<file path="config.mk">
export PLATFORM = sky130hd
export DESIGN_NAME = connect_join
export DESIGN_NICKNAME = d
export VERILOG_FILES = /design/src/rtl/connect_join_pkg.sv /design/src/rtl/connect_join_arbiter_rr.sv /design/src/rtl/connect_join.sv
export SDC_FILE = /design/constraint.sdc
export NUM_CORES = 1
export LEC_CHECK = 0
export CORE_UTILIZATION = 30
export DETAILED_ROUTE_END_ITERATION = 16
export PLACE_DENSITY_LB_ADDON = 0.08
export REMOVE_ABC_BUFFERS = 1
export SETUP_SLACK_MARGIN = 0.3
export SLEW_MARGIN = 20
export SYNTH_ARGS = -nofsm -noshare
export SYNTH_HDL_FRONTEND = slang
export SYNTH_HIERARCHICAL = 1
export SYNTH_SLANG_ARGS = --single-unit
</file>
<file path="constraint.sdc">
create_clock -name CLK -period 2.15 [get_ports CLK]
set_input_delay 0.43 -clock CLK [delete_from_list [all_inputs] [get_ports CLK]]
set_output_delay 0.43 -clock CLK [all_outputs]
set_load 0.01 [all_outputs]
</file>
<file path="src/rtl/connect_join_pkg.sv">
// connect_join shared types: packet width and round-robin helpers.
// Optional build macro used by connect_join: CONNECT_JOIN_SKID_EN.
package connect_join_pkg;

  localparam int PACKET_WIDTH = 32;

  function automatic int rr_next(input int idx, input int num);
    return (idx == num - 1) ? 0 : idx + 1;
  endfunction

endpackage

</file>
<file path="src/rtl/connect_join_arbiter_rr.sv">
// Round-robin arbiter: one-hot grant scanning upward from ptr.
// ptr moves past the winner only when the grant is accepted.
module arbiter_rr
  import connect_join_pkg::*;
#(
  parameter int NUM = 3
) (
  input  logic           CLK,
  input  logic           RST,
  input  logic [NUM-1:0] REQ,
  input  logic           ACCEPT,
  output logic [NUM-1:0] GRANT
);

  localparam int PW = (NUM > 1) ? $clog2(NUM) : 1;

  logic [PW-1:0] r_ptr;
  logic [PW-1:0] w_idx;
  logic          w_hit;

  // Two passes: indices at/above ptr first, then the wrapped tail.
  always_comb begin
    GRANT = '0;
    w_idx = '0;
    w_hit = 1'b0;
    for (int j = 0; j < NUM; j++) begin
      if (!w_hit && REQ[j] && j >= int'(r_ptr)) begin
        w_hit    = 1'b1;
        w_idx    = PW'(j);
        GRANT[j] = 1'b1;
      end
    end
    for (int j = 0; j < NUM; j++) begin
      if (!w_hit && REQ[j] && j < int'(r_ptr)) begin
        w_hit    = 1'b1;
        w_idx    = PW'(j);
        GRANT[j] = 1'b1;
      end
    end
  end

  always_ff @(posedge CLK) begin
    if (!RST) begin
      r_ptr <= '0;
    end else if (ACCEPT && w_hit) begin
      r_ptr <= PW'(rr_next(int'(w_idx), NUM));
    end
  end

endmodule

</file>
<file path="src/rtl/connect_join.sv">
// Many-to-one round-robin merge onto one registered output channel.
// Define CONNECT_JOIN_SKID_EN for a 2-entry output FIFO.
module connect_join
  import connect_join_pkg::*;
#(
  parameter int DATA_WIDTH  = PACKET_WIDTH,
  parameter int CONNECT_NUM = 3
) (
  input  logic                            CLK,
  input  logic                            RST,
  input  logic [CONNECT_NUM-1:0]          RECEIVE_VALID,
  output logic [CONNECT_NUM-1:0]          RECEIVE_READY,
  input  logic [DATA_WIDTH*CONNECT_NUM-1:0] RECEIVE_DATA,
  output logic                            SEND_VALID,
  input  logic                            SEND_READY,
  output logic [DATA_WIDTH-1:0]           SEND_DATA
);

  logic [CONNECT_NUM-1:0] w_grant;
  logic                   w_space;
  logic                   w_accept;
  logic [DATA_WIDTH-1:0]  w_mux;

  arbiter_rr #(
    .NUM(CONNECT_NUM)
  ) u_arb (
    .CLK   (CLK),
    .RST   (RST),
    .REQ   (RECEIVE_VALID),
    .ACCEPT(w_accept),
    .GRANT (w_grant)
  );

  always_comb begin
    w_mux = '0;
    for (int i = 0; i < CONNECT_NUM; i++) begin
      if (w_grant[i]) begin
        w_mux |= RECEIVE_DATA[DATA_WIDTH*i +: DATA_WIDTH];
      end
    end
  end

  assign RECEIVE_READY = w_grant & {CONNECT_NUM{w_space & RST}};
  assign w_accept      = |(RECEIVE_VALID & RECEIVE_READY);

`ifdef CONNECT_JOIN_SKID_EN
  logic [DATA_WIDTH-1:0] r_mem [2];
  logic                  r_wr;
  logic                  r_rd;
  logic [1:0]            r_cnt;
  logic                  w_pop;

  // Space depends only on registered occupancy, not on SEND_READY.
  assign w_space    = (r_cnt != 2'd2);
  assign w_pop      = (r_cnt != 2'd0) && SEND_READY;
  assign SEND_VALID = (r_cnt != 2'd0);
  assign SEND_DATA  = r_mem[r_rd];

  always_ff @(posedge CLK) begin
    if (!RST) begin
      r_wr     <= 1'b0;
      r_rd     <= 1'b0;
      r_cnt    <= 2'd0;
      r_mem[0] <= '0;
      r_mem[1] <= '0;
    end else begin
      if (w_accept) begin
        r_mem[r_wr] <= w_mux;
        r_wr        <= ~r_wr;
      end
      if (w_pop) begin
        r_rd <= ~r_rd;
      end
      r_cnt <= r_cnt + {1'b0, w_accept} - {1'b0, w_pop};
    end
  end
`else
  logic                  r_vld;
  logic [DATA_WIDTH-1:0] r_data;

  assign w_space    = !r_vld || SEND_READY;
  assign SEND_VALID = r_vld;
  assign SEND_DATA  = r_data;

  // Accept while full and draining overwrites in the same edge.
  always_ff @(posedge CLK) begin
    if (!RST) begin
      r_vld  <= 1'b0;
      r_data <= '0;
    end else if (w_accept) begin
      r_vld  <= 1'b1;
      r_data <= w_mux;
    end else if (SEND_READY) begin
      r_vld  <= 1'b0;
    end
  end
`endif

endmodule
</file>
==> reports/summary.json <==
{
  "outcome": {"value": "completed"},
  "crit_chain": {"value": "buf_6, a21oi_2, o211a_1, buf_6, a222oi_1, buf_4, nor3b_4, buf_6, and4bb_1, a21oi_1, a21boi_1"},
  "ctsRootBufferMaster": {"value": "sky130_fd_sc_hd__clkbuf_8"},
  "number_of_antenna_violations_at_the_first_check_in_global_routing": {"value": 0},
  "critical_path_peak_fanout": {"value": 4},
  "grt_overflow": {"value": 0},
  "avgViaCountPerCell": {"value": 5.14},
  "setup.worst_path.class": {"value": "reg -> reg"},
  "detailroute.via_count": {"value": 2099},
  "power.net_switching": {"value": 508, "unit": "uW"},
  "dp_hpwl": {"value": 4450, "unit": "microns"},
  "final.setup.worst_slack": {"value": 0.106, "unit": "ns"},
  "area_enclosed_by_the_die_boundary": {"value": 0.00620, "unit": "sq mm"},
  "slew-limit-headroom": {"value": 73.7, "unit": "%"},
  "grt_first_pass_wirelength": {"value": 9920, "unit": "microns"},
  "crit_slowest_cell": {"value": "sky130_fd_sc_hd__dfxtp_2"},
  "power.static_leakage": {"value": 0.00133, "unit": "uW"},
  "die_w": {"value": 78.7, "unit": "microns"},
  "synth_area_per_cell": {"value": 9.75, "unit": "sq um"},
  "compound_gate_portion_of_the_synthesized_area": {"value": 23.7, "unit": "%"},
  "clockPowerShare": {"value": 22.4, "unit": "%"},
  "floorplan.core_area": {"value": 0.00557, "unit": "sq mm"},
  "seqPwrFrac": {"value": 39.6, "unit": "%"},
  "timing.rr.start": {"value": "u_arb/r_ptr[1]"},
  "post_synth_and_or_nand_nor_area_fraction": {"value": 12.1, "unit": "%"},
  "worst_setup_path_startpoint": {"value": "u_arb/r_ptr[1]"},
  "number_of_global_route_vias_before_repair": {"value": 2078},
  "place_worst_setup_slack": {"value": -0.400, "unit": "ns"},
  "dpl_cell_area": {"value": 0.00326, "unit": "sq mm"},
  "port-buffer-count": {"value": 137},
  "hold_path_class": {"value": "reg -> reg"},
  "drv.max_cap_violation_count": {"value": 0},
  "power-per-cell-area": {"value": 536, "unit": "mW/mm^2"},
  "drt_drc_violations_left": {"value": 0},
  "fmax": {"value": 0.489, "unit": "GHz"},
  "finalSetupViolations": {"value": 0},
  "yosys.cell_types.count": {"value": 24},
  "endpoint_kind": {"value": "flip-flop"},
  "timing.critical_path.max_delay_family": {"value": "compound AO/OA/AOI/OAI gates"},
  "muxShareOfSynthArea": {"value": 18.1, "unit": "%"},
  "fin_crit_sh": {"value": 95.1, "unit": "%"},
  "timing.critical_path.mode_cell": {"value": "sky130_fd_sc_hd__buf_6"},
  "worst_setup_hold_path_clk_slew": {"value": 0.07, "unit": "ns"},
  "min_period": {"value": 2.04, "unit": "ns"},
  "chipHeight": {"value": 78.7, "unit": "microns"},
  "postRouteAntennaNets": {"value": 0},
  "synth_top_family_by_area": {"value": "compound AO/OA/AOI/OAI gates"},
  "synth-seq-cells": {"value": 35},
  "cts_tree": {"value": "built"},
  "tightestPinTransition": {"value": 0.394, "unit": "ns"},
  "synthesis.yosys.warnings": {"value": 6},
  "p_int": {"value": 1390, "unit": "uW"},
  "syn_inst": {"value": 181},
  "cp.arrival": {"value": 2.21, "unit": "ns"},
  "number_of_pins_exceeding_their_max_slew_limit_in_the_final_report": {"value": 0},
  "synth.yosys.seq_area_share": {"value": 39.7, "unit": "%"},
  "worst_path_largest_cell_delay": {"value": 0.37, "unit": "ns"},
  "global_route.usage.total": {"value": 20.4, "unit": "%"},
  "worst_setup_path_start_kind": {"value": "flip-flop"},
  "fin_worst_skew": {"value": 0.00437, "unit": "ns"},
  "p_comb_share": {"value": 38.0, "unit": "%"},
  "routed_wl": {"value": 6450, "unit": "microns"},
  "ios": {"value": 138},
  "avgRoutedWirePerCell": {"value": 15.8, "unit": "microns"},
  "cts_max_path_buffers": {"value": 2},
  "drt_pass1_iterations": {"value": 4},
  "clock_latency_late_sink": {"value": 0.27, "unit": "ns"},
  "number_of_clock_buffers_inserted_by_tritoncts": {"value": 5},
  "most_frequent_cells_in_the_layout": {"value": "sky130_fd_sc_hd__clkdlybuf4s50_1, sky130_fd_sc_hd__nand2_1, sky130_fd_sc_hd__dfxtp_1, sky130_fd_sc_hd__a222oi_1, sky130_fd_sc_hd__mux2i_1"},
  "htree_num_levels": {"value": 2},
  "timing.hold.worst.start": {"value": "SEND_DATA[7]"},
  "rsz0062_at_grt": {"value": "yes"},
  "postLayoutCoreUtil": {"value": 63.4, "unit": "%"},
  "yosys.area_share.adder": {"value": 0, "unit": "%"},
  "synth_xor_xnor_area_share": {"value": 0, "unit": "%"},
  "initial_core_util": {"value": 31.7, "unit": "%"},
  "drt-initial-drc-count": {"value": 163},
  "post_route_cells_drive_above_1_share": {"value": 14.3, "unit": "%"},
  "cts.sinks": {"value": 35},
  "worstPathBufferInverterCount": {"value": 4},
  "area_growth_syn_to_layout": {"value": 100, "unit": "%"},
  "required": {"value": 2.31, "unit": "ns"},
  "antenna_cells_inserted": {"value": 0},
  "globalplace.congestion": {"value": 0.814},
  "layout.cells.most_common": {"value": "sky130_fd_sc_hd__clkdlybuf4s50_1"},
  "hold_viol": {"value": 0},
  "layout.nets": {"value": 439},
  "grt_max_degree": {"value": 36},
  "irDropWorstVdd": {"value": 0.245, "unit": "mV"},
  "switching_share": {"value": 26.8, "unit": "%"},
  "synthesis.area": {"value": 0.00177, "unit": "sq mm"},
  "fp-row-count": {"value": 27},
  "final_area": {"value": 0.00353, "unit": "sq mm"}
}
## through the flow
step	TNS [ns]	hold slack, ns	total power, uW	std cells
after detailed placement	-12.92	0.447	1420	387
after CTS	0	0.457	1900	404
after global routing	0	0.475	2010	408
after global placement	-10.07	0.440	1410	387
final	0	0.454	1900	408
after floorplan	-118.35	0.479	1010	161
## worst min-delay path, stage by stage, from the launching register on
cell and delay, ns:
sky130_fd_sc_hd__dfxtp_1 0.31, sky130_fd_sc_hd__nand2_1 0.05, sky130_fd_sc_hd__mux2i_1 0.05
## cell type report
class	instances	area, sq um
fillers	472	2040
flip-flops and latches	35	703
multi-input cells	125	980
inverters	1	3.75
clock buffers	6	72.6
repair buffers	169	1680
well taps	72	90.1
## timing repair
item	in CTS	in global routing
cloned	1	1
setup buffers	10	3
pin swaps	7	3
endpoints found under the setup margin	37	37
resized for setup	20	9
hold buffers	0	0
## power groups by stage
| stage | registers [uW] | logic [uW] | clock network [uW] |
|---|---|---|---|
| finish | 751 | 720 | 424 |
| global placement | 760 | 653 | 0 |
| floorplan | 795 | 213 | 0 |
| CTS | 749 | 698 | 448 |
| global route | 759 | 769 | 482 |
| detailed placement | 761 | 658 | 0 |
## cell usage after synthesis
cell	instances	area, sq um
sky130_fd_sc_hd__dfxtp_1	35	701
sky130_fd_sc_hd__nand2_1	34	128
sky130_fd_sc_hd__a222oi_1	33	330
sky130_fd_sc_hd__mux2i_1	32	320
sky130_fd_sc_hd__clkbuf_1	14	52.6
sky130_fd_sc_hd__a21oi_1	5	25.0
sky130_fd_sc_hd__buf_6	4	45.0
sky130_fd_sc_hd__and3_1	3	18.8
sky130_fd_sc_hd__and2b_1	2	15.0
sky130_fd_sc_hd__buf_2	2	10.0
sky130_fd_sc_hd__nand2b_1	2	12.5
sky130_fd_sc_hd__nand3_1	2	10.0
sky130_fd_sc_hd__o21ai_0	2	10.0
sky130_fd_sc_hd__a21boi_1	1	7.51
sky130_fd_sc_hd__and4bb_1	1	12.5
sky130_fd_sc_hd__inv_1	1	3.75
sky130_fd_sc_hd__nor2_1	1	3.75
sky130_fd_sc_hd__nor2b_1	1	6.26
sky130_fd_sc_hd__nor3b_1	1	7.51
sky130_fd_sc_hd__o211a_1	1	10.0
sky130_fd_sc_hd__o211ai_2	1	12.5
sky130_fd_sc_hd__o21a_1	1	7.51
sky130_fd_sc_hd__o21ai_1	1	5.00
sky130_fd_sc_hd__o221a_2	1	11.3
## layer usage
| layer | wire length (microns) | part of all wire (%) | up-vias | global-route usage [%] |
|---|---|---|---|---|
| met4 | 78 | 1.2 | 0 | 6.11 |
| met2 | 3390 | 53 | 80 | 36.6 |
| met5 | 0 | 0 | - | 0 |
| met3 | 445 | 6.9 | 8 | 6.44 |
| met1 | 2530 | 39 | 988 | 22.8 |
| li1 | - | - | 1023 | - |
## logic make-up (layout without fill, tap and decap cells)
| family | Yosys count | after routing |
|---|---|---|
| simple gates | 47 | 47 |
| compound gates | 46 | 46 |
| flops | 35 | 35 |
| mux | 32 | 32 |
| buf+inv | 21 | 176 |
## worst paths after layout
path / end / slack, ns / cells past startpoint
worst max-delay path: u_arb/r_ptr[1] / 0.11 / 11
worst min-delay path: SEND_DATA[7] / 0.45 / 2
worst max register to register: u_arb/r_ptr[1] / 0.11 / 11
worst min register to register: SEND_DATA[7] / 0.45 / 2
## state kept, by name, summed over array words and instances (netlist names)
register	count
SEND_DATA	32
u_arb/r_ptr	2
SEND_VALID	1
No activity file was read; power rests on OpenSTA's default activity.
